`config.mk`:
```
export PLATFORM = sky130hd
export DESIGN_NAME = ram_arbiter_flat
export DESIGN_NICKNAME = d
export VERILOG_FILES = /design/src/rtl/ram_arbiter_pkg.sv /design/src/rtl/ram_arbiter_if.sv /design/src/rtl/ram_arbiter_rr_picker.sv /design/src/rtl/ram_arbiter.sv /design/src/flat_wrapper.sv
export SDC_FILE = /design/constraint.sdc
export NUM_CORES = 1
export LEC_CHECK = 0
export CELL_PAD_IN_SITES_DETAIL_PLACEMENT = 1
export CELL_PAD_IN_SITES_GLOBAL_PLACEMENT = 1
export CORE_AREA = 8 8 154 156
export DETAILED_ROUTE_END_ITERATION = 8
export DIE_AREA = 0 0 162 164
export HOLD_SLACK_MARGIN = 0.03
export PLACE_DENSITY_LB_ADDON = 0.2
export SLEW_MARGIN = 20
export SYNTH_ARGS = -nofsm -noshare
export SYNTH_HDL_FRONTEND = slang
export SYNTH_SLANG_ARGS = --single-unit
```
`constraint.sdc`:
```
create_clock -name CLK -period 2.4 [get_ports CLK]
set_clock_uncertainty 0.2 [all_clocks]
set_input_delay 0.36 -clock CLK [delete_from_list [all_inputs] [get_ports CLK]]
set_output_delay 0.36 -clock CLK [all_outputs]
set_load 0.005 [all_outputs]
```
`src/rtl/ram_arbiter_pkg.sv`:
```
// Shared types for the RAM arbiter: RAM port status, arbiter FSM state, requester type codes.
// Latency: none (types and constants only).
// Backpressure: none (types and constants only).
package ram_arbiter_pkg;

  typedef enum logic [1:0] {
    FREE   = 2'd0,
    BUSY   = 2'd1,
    ACCESS = 2'd2,
    ERROR  = 2'd3
  } ramstate_t;

  typedef enum logic {
    IDLE  = 1'b0,
    GRANT = 1'b1
  } arb_state_t;

  // Requester index r = 2*cpu + type
  localparam int ITYPE = 0;
  localparam int DTYPE = 1;

endpackage

```
`src/rtl/ram_arbiter_if.sv`:
```
// Bundle of cache-requester and RAM-port signals around the arbiter.
// Latency: none (wiring only).
// Backpressure: requesters are held off through req_wait; the RAM stalls via ramstate.
interface ram_arbiter_if #(parameter int NCPU = 2);

  localparam int NREQ = 2 * NCPU;

  logic [NREQ-1:0]       req_ren;
  logic [NREQ-1:0]       req_wen;
  logic [NREQ-1:0]       req_lock;
  logic [NREQ-1:0][31:0] req_addr;
  logic [NREQ-1:0][31:0] req_store;
  logic [NREQ-1:0]       req_wait;
  logic [31:0]           req_load;

  logic                         ramREN;
  logic                         ramWEN;
  logic [31:0]                  ramaddr;
  logic [31:0]                  ramstore;
  logic [31:0]                  ramload;
  ram_arbiter_pkg::ramstate_t   ramstate;

  // Arbiter side: serves the caches, drives the RAM
  modport slave (
    input  req_ren, req_wen, req_lock, req_addr, req_store, ramload, ramstate,
    output req_wait, req_load, ramREN, ramWEN, ramaddr, ramstore
  );

  // Environment side: caches plus RAM
  modport master (
    output req_ren, req_wen, req_lock, req_addr, req_store, ramload, ramstate,
    input  req_wait, req_load, ramREN, ramWEN, ramaddr, ramstore
  );

endinterface

```
`src/rtl/ram_arbiter_rr_picker.sv`:
```
// Round-robin picker: first set request at or after ptr, wrapping, as one-hot grant.
// Latency: purely combinational.
// Backpressure: none; vld is low when no request is set.
module rr_picker #(
  parameter int N  = 2,
  parameter int PW = (N > 1) ? $clog2(N) : 1
) (
  input  logic [N-1:0]  req,
  input  logic [PW-1:0] ptr,
  output logic [N-1:0]  gnt,
  output logic          vld
);

  logic [PW-1:0] idx;

  // Scan from ptr upward with wraparound and keep the first hit
  always_comb begin
    gnt = '0;
    vld = 1'b0;
    idx = '0;
    for (int i = 0; i < N; i++) begin
      idx = PW'((int'(ptr) + i) % N);
      if (!vld && req[idx]) begin
        gnt[idx] = 1'b1;
        vld      = 1'b1;
      end
    end
  end

endmodule

```
`src/rtl/ram_arbiter.sv`:
```
// Arbitrates icache/dcache word requests of NCPU cores onto one RAM port, with locked bursts.
// Latency: grant one cycle after a request is seen; word completes in the first ACCESS cycle.
// Backpressure: req_wait stays 1 until ACCESS; an unlocked word costs one idle turnaround cycle.
module ram_arbiter
  import ram_arbiter_pkg::*;
#(
  parameter int NCPU = 2
) (
  input  logic          CLK,
  input  logic          RST,
  ram_arbiter_if.slave  bus,
  output logic          err
);

  localparam int NREQ = 2 * NCPU;
  localparam int CW   = (NCPU > 1) ? $clog2(NCPU) : 1;
  localparam int GW   = $clog2(NREQ);

  arb_state_t     state;
  logic [GW-1:0]  gidx;
  logic           gvld;
  logic [CW-1:0]  rr;

  logic [NREQ-1:0] wen_m;
  logic [NCPU-1:0] d_req, i_req, d_gnt, i_gnt;
  logic            d_vld, i_vld;
  logic [CW-1:0]   win_cpu;
  logic [GW-1:0]   win_idx;
  logic [CW-1:0]   next_rr;
  logic            g_ren, g_wen, g_lock, g_act, in_grant;

  // Icache slots cannot write; build per-class activity vectors
  always_comb begin
    wen_m = '0;
    d_req = '0;
    i_req = '0;
    for (int r = 0; r < NREQ; r++) begin
      if ((r % 2) == DTYPE) wen_m[r] = bus.req_wen[r];
    end
    for (int c = 0; c < NCPU; c++) begin
      d_req[c] = bus.req_ren[2*c + DTYPE] | wen_m[2*c + DTYPE];
      i_req[c] = bus.req_ren[2*c + ITYPE];
    end
  end

  rr_picker #(.N(NCPU), .PW(CW)) u_dpick (.req(d_req), .ptr(rr), .gnt(d_gnt), .vld(d_vld));
  rr_picker #(.N(NCPU), .PW(CW)) u_ipick (.req(i_req), .ptr(rr), .gnt(i_gnt), .vld(i_vld));

  // Dcache class wins outright; convert the class grant to a requester index
  always_comb begin
    win_cpu = '0;
    for (int c = 0; c < NCPU; c++) begin
      if (d_vld ? d_gnt[c] : i_gnt[c]) win_cpu = CW'(c);
    end
    win_idx = GW'(2 * int'(win_cpu) + (d_vld ? DTYPE : ITYPE));
    next_rr = CW'((int'(win_cpu) + 1) % NCPU);
  end

  assign g_ren    = bus.req_ren[gidx];
  assign g_wen    = wen_m[gidx];
  assign g_lock   = bus.req_lock[gidx];
  assign g_act    = g_ren | g_wen;
  assign in_grant = (state == GRANT) && gvld;

  // RAM port and requester returns follow the registered grant
  always_comb begin
    bus.ramWEN   = in_grant & g_wen;
    bus.ramREN   = in_grant & g_ren & ~g_wen;
    bus.ramaddr  = in_grant ? bus.req_addr[gidx]  : 32'h0;
    bus.ramstore = in_grant ? bus.req_store[gidx] : 32'h0;
    bus.req_load = bus.ramload;
    bus.req_wait = '1;
    if (in_grant && g_act && bus.ramstate == ACCESS) bus.req_wait[gidx] = 1'b0;
  end

  // Grant FSM: arbitrate in IDLE, hold the RAM in GRANT until release, lock or abort
  always_ff @(posedge CLK) begin
    if (RST) begin
      state <= IDLE;
      gidx  <= '0;
      gvld  <= 1'b0;
      rr    <= '0;
      err   <= 1'b0;
    end else begin
      case (state)
        IDLE: begin
          if (d_vld || i_vld) begin
            state <= GRANT;
            gidx  <= win_idx;
            gvld  <= 1'b1;
            rr    <= next_rr;
          end
        end
        GRANT: begin
          if (g_act && bus.ramstate == ERROR) err <= 1'b1;
          if (!g_act || (bus.ramstate == ACCESS && !g_lock)) begin
            state <= IDLE;
            gvld  <= 1'b0;
          end
        end
        default: begin
          state <= IDLE;
          gvld  <= 1'b0;
        end
      endcase
    end
  end

endmodule
```
`src/flat_wrapper.sv`:
```
// flat-port wrapper written by rule: the top's interface ports become plain ports
module ram_arbiter_flat import ram_arbiter_pkg::*;
#(
  parameter int NCPU = 2
)
  (CLK, RST, err, bus_req_ren, bus_req_wen, bus_req_lock, bus_req_addr, bus_req_store, bus_ramload, bus_ramstate, bus_req_wait, bus_req_load, bus_ramREN, bus_ramWEN, bus_ramaddr, bus_ramstore);
  ram_arbiter_if #(.NCPU(NCPU)) bus_i ();
  input  logic CLK;
  input  logic RST;
  output logic err;
  input wire logic [$bits(bus_i.req_ren)-1:0] bus_req_ren;
  input wire logic [$bits(bus_i.req_wen)-1:0] bus_req_wen;
  input wire logic [$bits(bus_i.req_lock)-1:0] bus_req_lock;
  input wire logic [$bits(bus_i.req_addr)-1:0] bus_req_addr;
  input wire logic [$bits(bus_i.req_store)-1:0] bus_req_store;
  input wire logic [$bits(bus_i.ramload)-1:0] bus_ramload;
  input wire logic [$bits(bus_i.ramstate)-1:0] bus_ramstate;
  output wire logic [$bits(bus_i.req_wait)-1:0] bus_req_wait;
  output wire logic [$bits(bus_i.req_load)-1:0] bus_req_load;
  output wire logic [$bits(bus_i.ramREN)-1:0] bus_ramREN;
  output wire logic [$bits(bus_i.ramWEN)-1:0] bus_ramWEN;
  output wire logic [$bits(bus_i.ramaddr)-1:0] bus_ramaddr;
  output wire logic [$bits(bus_i.ramstore)-1:0] bus_ramstore;
  assign bus_i.req_ren = bus_req_ren;
  assign bus_i.req_wen = bus_req_wen;
  assign bus_i.req_lock = bus_req_lock;
  assign bus_i.req_addr = bus_req_addr;
  assign bus_i.req_store = bus_req_store;
  assign bus_i.ramload = bus_ramload;
  assign bus_i.ramstate = bus_ramstate;
  assign bus_req_wait = bus_i.req_wait;
  assign bus_req_load = bus_i.req_load;
  assign bus_ramREN = bus_i.ramREN;
  assign bus_ramWEN = bus_i.ramWEN;
  assign bus_ramaddr = bus_i.ramaddr;
  assign bus_ramstore = bus_i.ramstore;
  ram_arbiter #(.NCPU(NCPU)) u_core (.CLK(CLK), .RST(RST), .bus(bus_i), .err(err));
endmodule
```
==> reports/results.tsv, run 1 <==
stage	metric	value	unit
power_and_ir_drop	switching share of total power	28.8	%
critical_path	CP max-delay cell	mux4_2	
critical_path	Reg-to-Reg Start	u_core.gidx[0]$_SDFFE_PP0P_	
synth	Synthesis Warnings	0	
sta	Fmax	418	MHz
cts	clk buf depth	2	
power_and_ir_drop	Comb power frac	79.2	%
sta	RSZ-0062 raised after global routing	yes	
critical_path	crit path launch type	register	
cells_and_area	Final nets	871	
floorplanning	Initial Utilization	12.1	%
cells_and_area	ratio of cells with drive above 1 in the final layout	31.8	%
synth	sequential share of the synthesized area	4.63	%
critical_path	Max FO, Critical Path	5	
power_and_ir_drop	worst IR drop on VDD	0.208	mV
power_and_ir_drop	Pwr Density	307	mW/mm²
cts	# clock sinks	6	
critical_path	CP cell instances	buf_12, buf_8, buf_16, buf_8, mux4_2, nor2b_1, buf_2	
placed_design	Setup WS pre-CTS	-0.314	ns
cts	CTS clk-pin slew, worst paths	0.04	ns
synth	net count after synthesis	535	
critical_path	Setup Crit Path Kind	reg2out	
grt	initial antenna violation count	0	
power_and_ir_drop	part of the power in the clock network	14.2	%
cells_and_area	Diodes inserted	0	
sta	worst slew pin tran	0.391	ns
critical_path	cells on worst reg2reg path	7	
cts	CTS Root Buffer Type	clkbuf_16	
cts	CTS tree	done	
placed_design	DP HPWL	16200	µm
floorplanning	Top Ports	407	
hold_path	Tightest Hold Check Type	reg2reg	
critical_path	FF-to-FF setup slack	0.37	ns
sta	Final min period	2.39	ns
cts	clk_lat worst skew	0.23	ns
cells_and_area	Post-Route Utilization	30.5	%
detailed_routing	drt total wl	18900	µm
detailed_routing	initial drt markers	70	
outcome	status	complete, no violations	
synth	FF+latch count, synth	6	
sta	relative slew slack	73.9	%
cells_and_area	FF+latch area	128	µm²
floorplanning	Die Span X	162	µm
floorplanning	die area	0.0266	mm²
power_and_ir_drop	P_sw	0.576	mW
flow_run	Max Cap Viol	0	
critical_path	Req. time, crit path	1.84	ns
cts	clock buffer count from CTS	3	
power_and_ir_drop	P_leak	2.45	nW
power_and_ir_drop	internal power	1.42	mW
critical_path	crit end category	primary output	
floorplanning	Die H	164	µm
power_and_ir_drop	share of power burned in registers	6.6	%
sta	endpoints failing hold	0	
cells_and_area	area of the multi-input gates	0.00216	mm²
hold_path	hold path start	u_core.err$_SDFFE_PP0P_	
critical_path	worst r2r dst	u_core.err$_SDFFE_PP0P_	
floorplanning	row count	54	
synth	post-synthesis cell type count	29	
sta	Worst Setup Slack, final	0.00753	ns
critical_path	most used cell, CP	buf_8	
detailed_routing	drt first pass iters	4	
grt	first-pass GRT wire length	26700	µm
critical_path	slowest stage delay, CP	0.47	ns
detailed_routing	Residual DRC	0	
detailed_routing	via count	3420	
cts	hold-fix buffers at CTS	0	
floorplanning	core box area	0.0214	mm²
synth	synthesized instance count	231	
detailed_routing	DRT antenna net count	0	
hold_path	Hold Path Sink	u_core.err$_SDFFE_PP0P_	
grt	All-Layer GR Usage	13.2	%
synth	synthesized area per cell	11.2	µm²
grt	vias in the first global route	4025	
cells_and_area	Syn-to-layout area delta	151	%
sta	fin crit share	99.7	%
grt	gr ovfl total	0	
placed_design	port bufs	340	
detailed_routing	Vias per Instance	4.04	
hold_path	Hold Crit Depth	2	
cts	H-tree lvl count	1	
cells_and_area	# fillers	2464	
detailed_routing	DR WL/cell	22.3	µm
sta	Final setup viols	0	
sta	Final Max Tran Viols	0	
placed_design	routability cong.	0.778	
grt	largest net degree at the start of global routing	27	
synth	mapped cell area	0.00259	mm²
critical_path	CP arrival	1.83	ns
==> layout make-up <==
class / count / share of cell area [%]
flip-flops and latches: 6 / 1.96
clock buffers: 4 / 1.21
repair buffers: 387 / 58.1
well taps: 280 / 5.39
inverters: 2 / 0.115
multi-input cells: 167 / 33.2
==> routing by layer <==
| layer | vias to the layer above | global-route usage (%) | wire (µm) |
|---|---|---|---|
| met2 | 184 | 26.4 | 10600 |
| met3 | 23 | 3.08 | 1250 |
| met1 | 1675 | 13.9 | 6750 |
| met4 | 0 | 2.31 | 323 |
| met5 | - | 0 | 0 |
| li1 | 1538 | - | - |
==> Yosys cell counts (all sizes together) <==
master	number	share of area, %
a211oi	1	0.29
a21o	2	0.58
a21oi	4	0.77
a311o	1	0.39
a31o	1	0.34
a41oi	1	0.63
and2	1	0.24
and3b	1	0.34
buf	44	12
clkbuf	12	1.7
dfxtp	6	4.6
inv	2	0.29
mux2	1	0.43
mux4	66	57
nand2	3	0.43
nand2b	1	0.24
nand3	1	0.19
nand3b	1	0.29
nand4	1	0.24
nand4b	1	0.34
nor2	10	1.4
nor2b	64	15
nor3	1	0.19
nor4	1	0.24
o21ai	2	0.39
o31ai	1	0.29
or3b	1	0.34
==> how the worst max path moves through the flow <==
stage	from	to	slack, ns
6_report	u_core.gidx[0]$_SDFFE_PP0P_	bus_ramaddr[17]	0.008
5_1_grt	u_core.gidx[0]$_SDFFE_PP0P_	bus_ramaddr[17]	-0.05
4_1_cts	u_core.gidx[0]$_SDFFE_PP0P_	bus_ramaddr[11]	-0.16
3_5_place_dp	bus_req_ren[0]	bus_req_wait[1]	-0.31
3_3_place_gp	bus_req_ren[3]	bus_req_wait[1]	-0.29
2_1_floorplan	u_core.gidx[0]$_SDFFE_PP0P_	bus_ramaddr[0]	0.47
==> critical path, delay by kind of cell, from the launching register on <==
kind	cells	cell delay, ns
buffers and inverters	5	0.61
muxes	1	0.47
DFF	1	0.37
and+or+nand+nor	1	0.14
==> what timing repair did <==
item | in CTS | in global routing
pin swaps | 0 | 0
buffers inserted | 15 | 7
gates cloned | 6 | 0
endpoints found under the setup margin | 68 | 39
gates resized for setup | 211 | 42
==> kinds of logic after synthesis <==
family / share of synthesized area (%)
DFF: 4.63
AOI/OAI and AO/OA: 3.67
muxes: 57.8
and+or+nand+nor: 20.0
buffers and inverters: 13.9
==> sequential cells by signal, indices dropped and copies added (netlist names) <==
register,flops
u_core.rr,1
u_core.err,1
u_core.gidx,2
u_core.state,1
u_core.gvld,1
==> power groups by stage <==
stage / clock network, mW / registers (mW) / logic (mW)
2_1_floorplan: 0 / 0.124 / 0.672
3_3_place_gp: 0 / 0.137 / 1.47
3_5_place_dp: 0 / 0.137 / 1.48
4_1_cts: 0.290 / 0.132 / 1.64
5_1_grt: 0.294 / 0.134 / 1.70
6_report: 0.284 / 0.131 / 1.58
==> stage by stage <==
stage	setup TNS, ns	total power, mW	hold slack (ns)	cells	cell area, µm²
after floorplan	0	0.795	0.256	231	2590
after global placement	-1.92	1.61	0.274	821	6270
after detailed placement	-1.99	1.62	0.289	821	6270
after CTS	-1.20	2.06	0.302	846	6570
after global routing	-0.238	2.13	0.340	846	6500
final	0	2.00	0.290	846	6500
==> cell usage in the layout, fill, tap and decap left out, types with 2 or more instances in the layout <==
master / Yosys / routed
o21ai_0: 2 / 2
buf_4: 33 / 23
a21o_1: 2 / 2
clkdlybuf4s50_1: 0 / 272
buf_8: 0 / 4
buf_12: 0 / 11
a21oi_1: 4 / 4
buf_16: 0 / 3
nor2b_4: 0 / 6
nor2_1: 10 / 10
clkdlybuf4s15_1: 0 / 5
inv_1: 2 / 2
clkdlybuf4s15_2: 0 / 2
clkbuf_2: 0 / 12
buf_6: 1 / 7
dfxtp_1: 6 / 4
mux4_2: 66 / 66
buf_2: 10 / 35
nand2_1: 3 / 2
dfxtp_4: 0 / 2
dlygate4sd2_1: 0 / 12
clkbuf_16: 0 / 3
nor2b_1: 64 / 58
No activity file was read; power rests on OpenSTA's default activity.
==> run 2: changes to the inputs <==
--- a/config.mk
+++ b/config.mk
@@ -7,9 +7,9 @@
 export LEC_CHECK = 0
 export CELL_PAD_IN_SITES_DETAIL_PLACEMENT = 1
 export CELL_PAD_IN_SITES_GLOBAL_PLACEMENT = 1
-export CORE_AREA = 8 8 154 156
+export CORE_AREA = 2 2 157 159
 export DETAILED_ROUTE_END_ITERATION = 8
-export DIE_AREA = 0 0 162 164
+export DIE_AREA = 0 0 159 161
 export HOLD_SLACK_MARGIN = 0.03
 export PLACE_DENSITY_LB_ADDON = 0.2
 export SLEW_MARGIN = 20
==> run 2 against run 1 <==
Net effect:
- the run now ends with setup timing left
- utilization decreased by 2.6 points
- highest routed layer unchanged
- die area shrank 3.6%
- largest cell class unchanged
- via count rose by 0.44%
- sequential power about the same
==> reports/results.tsv, run 2 (synthesized netlist as in run 1, its figures left out) <==
stage	metric	value	unit
floorplanning	die area	0.0256	mm²
floorplanning	Die Span X	159	µm
grt	All-Layer GR Usage	12.8	%
placed_design	DP Cell Count	858	
floorplanning	core box area	0.0240	mm²
cts	CTS Root Buffer Type	clkbuf_16	
sta	Final min period	2.45	ns
sta	relative slew slack	66.2	%
critical_path	worst setup path end	bus_req_wait[1]	
flow_run	Max Cap Viol	0	
floorplanning	Initial Utilization	10.8	%
placed_design	DP HPWL	13800	µm
detailed_routing	Residual DRC	0	
placed_design	port bufs	340	
grt	first-pass GRT wire length	25300	µm
critical_path	cells on worst reg2reg path	9	
critical_path	largest delay contributor family on the critical path	multiplexers	
hold_path	Hold Crit Depth	2	
cells_and_area	Final nets	871	
cells_and_area	Biggest register	u_core.gidx	
sta	endpoints failing hold	0	
sta	Final Max Tran Viols	0	
cts	CTS tree	done	
placed_design	placed cell area	0.00627	mm²
critical_path	CP arrival	1.89	ns
sta	Worst Setup Slack, final	-0.0492	ns
hold_path	Tightest Hold Check Type	reg2reg	
power_and_ir_drop	P_leak	2.51	nW
placed_design	routability cong.	0.811	
grt	vias in the first global route	4052	
detailed_routing	DRT antenna net count	0	
sta	Final setup viols	2	
critical_path	Reg-to-Reg Start	u_core.gidx[0]$_SDFFE_PP0P_	
critical_path	worst r2r dst	u_core.err$_SDFFE_PP0P_	
cells_and_area	most common cell after layout, fill and taps aside	clkdlybuf4s50_1	
sta	setup_tns	-0.0740	ns
critical_path	CP cell instances	buf_12, buf_6, mux4_2, a21o_1, buf_6, nand4b_1, buf_2	
critical_path	CP Buf/Inv Count	4	
cts	clock buffer count from CTS	3	
cts	clk_lat worst skew	0.23	ns
critical_path	CP Depth	7	
cells_and_area	post-route insts no fill	890	
detailed_routing	Metal-1 WL	6360	µm
sta	fin crit share	102	%
cts	clk buf depth	2	
power_and_ir_drop	Pwr Density	307	mW/mm²
cts	CTS clk-pin slew, worst paths	0.04	ns
sta	worst slew pin tran	0.507	ns
cts	hold-fix buffers at CTS	0	
detailed_routing	metal3 WL	1230	µm
floorplanning	Die H	161	µm
critical_path	Req. time, crit path	1.84	ns
grt	largest net degree at the start of global routing	36	
floorplanning	row count	57	
cells_and_area	# fillers	2751	
critical_path	crit path from	u_core.gidx[0]$_SDFFE_PP0P_	
critical_path	Setup Crit Path Kind	reg2out	
detailed_routing	DR WL/cell	19.0	µm
outcome	violated checks	setup timing	
detailed_routing	via count	3435	
sta	hold slack	0.305	ns
sta	RSZ-0062 raised after global routing	yes	
cells_and_area	Design Area, Final	0.00667	mm²
cells_and_area	Syn-to-layout area delta	157	%
detailed_routing	Vias per Instance	3.86	
cells_and_area	ratio of cells with drive above 1 in the final layout	35.2	%
detailed_routing	drt total wl	16900	µm
placed_design	Setup WS pre-CTS	-0.324	ns
critical_path	CP max-delay cell	mux4_2	
cells_and_area	most frequent cells in the layout	270 x clkdlybuf4s50_1, 66 x mux4_2, 45 x nor2b_1, 39 x buf_2, 22 x buf_4	
power_and_ir_drop	worst IR drop on VDD	0.217	mV
critical_path	most used cell, CP	buf_6	
detailed_routing	drt first pass iters	4	
floorplanning	Top Ports	407	
critical_path	crit path launch type	register	
cts	H-tree lvl count	1	
cts	# clock sinks	6	
grt	gr ovfl total	0	
sta	Fmax	408	MHz
cells_and_area	flip-flop count of the largest register after layout	2	
grt	initial antenna violation count	0	
critical_path	slowest stage delay, CP	0.52	ns
detailed_routing	met2 wire len	8900	µm
critical_path	crit end category	primary output	
detailed_routing	initial drt markers	88	
cells_and_area	Diodes inserted	0	
detailed_routing	top sig layer	met4	
critical_path	Max FO, Critical Path	4	
critical_path	FF-to-FF setup slack	0.16	ns
outcome	status	finished with violations	
[run 2: power breakdown]
group / internal (mW) / leakage, nW / total [mW] / switching [mW]
sequential: 0.115 / 0.0511 / 0.133 / 0.0179
combinational: 1.12 / 2.42 / 1.64 / 0.520
clock: 0.221 / 0.0382 / 0.279 / 0.0582
[run 2: what timing repair did]
item,CTS,global route
gates cloned,7,0
resized for setup,240,57
setup buffers,26,5
pin swaps,0,1
setup endpoints to repair,69,58
[run 2: worst reg2reg max path: stages, from the launching register on]
cell and delay, ns:
dfxtp_4 0.38, buf_12 0.12, buf_6 0.10, mux4_2 0.52
a21o_1 0.20, buf_6 0.12, buf_4 0.12, buf_4 0.13
a41oi_2 0.17, nor2_1 0.06
[run 2: worst min-delay path by stage]
stage,endpoint,slack [ns],start
after detailed placement,u_core.gvld$_SDFFE_PP0P_,0.31,u_core.gvld$_SDFFE_PP0P_
after CTS,u_core.gvld$_SDFFE_PP0P_,0.31,u_core.gvld$_SDFFE_PP0P_
final,u_core.err$_SDFFE_PP0P_,0.31,u_core.err$_SDFFE_PP0P_
after global routing,u_core.gvld$_SDFFE_PP0P_,0.35,u_core.gvld$_SDFFE_PP0P_
after global placement,u_core.err$_SDFFE_PP0P_,0.28,u_core.err$_SDFFE_PP0P_
after floorplan,u_core.gvld$_SDFFE_PP0P_,0.26,u_core.gvld$_SDFFE_PP0P_
[run 2: area by class of cell]
class                      instances  area (µm²)  share of cell area [%]
timing repair buffer             387        3780                    56.7
inverter                           2        7.51                   0.113
tap                              324         405                    6.08
multi-input combinational        167        2270                    34.0
sequential                         6         128                    1.91
clock buffer                       4        78.8                    1.18
[run 2: layer usage]
layer / vias up / global-route usage (%)
met5: - / 0
met3: 34 / 3.26
li1: 1539 / -
met1: 1672 / 14.7
met4: 0 / 3.47
met2: 190 / 23.4
[run 2: metrics by stage]
stage | util, % | total power [mW]
detailed placement | 26.2 | 1.59
floorplan | - | 0.795
finish | 27.8 | 2.05
global placement | 26.2 | 1.57
global route | 27.8 | 2.19
CTS | 27.9 | 2.10
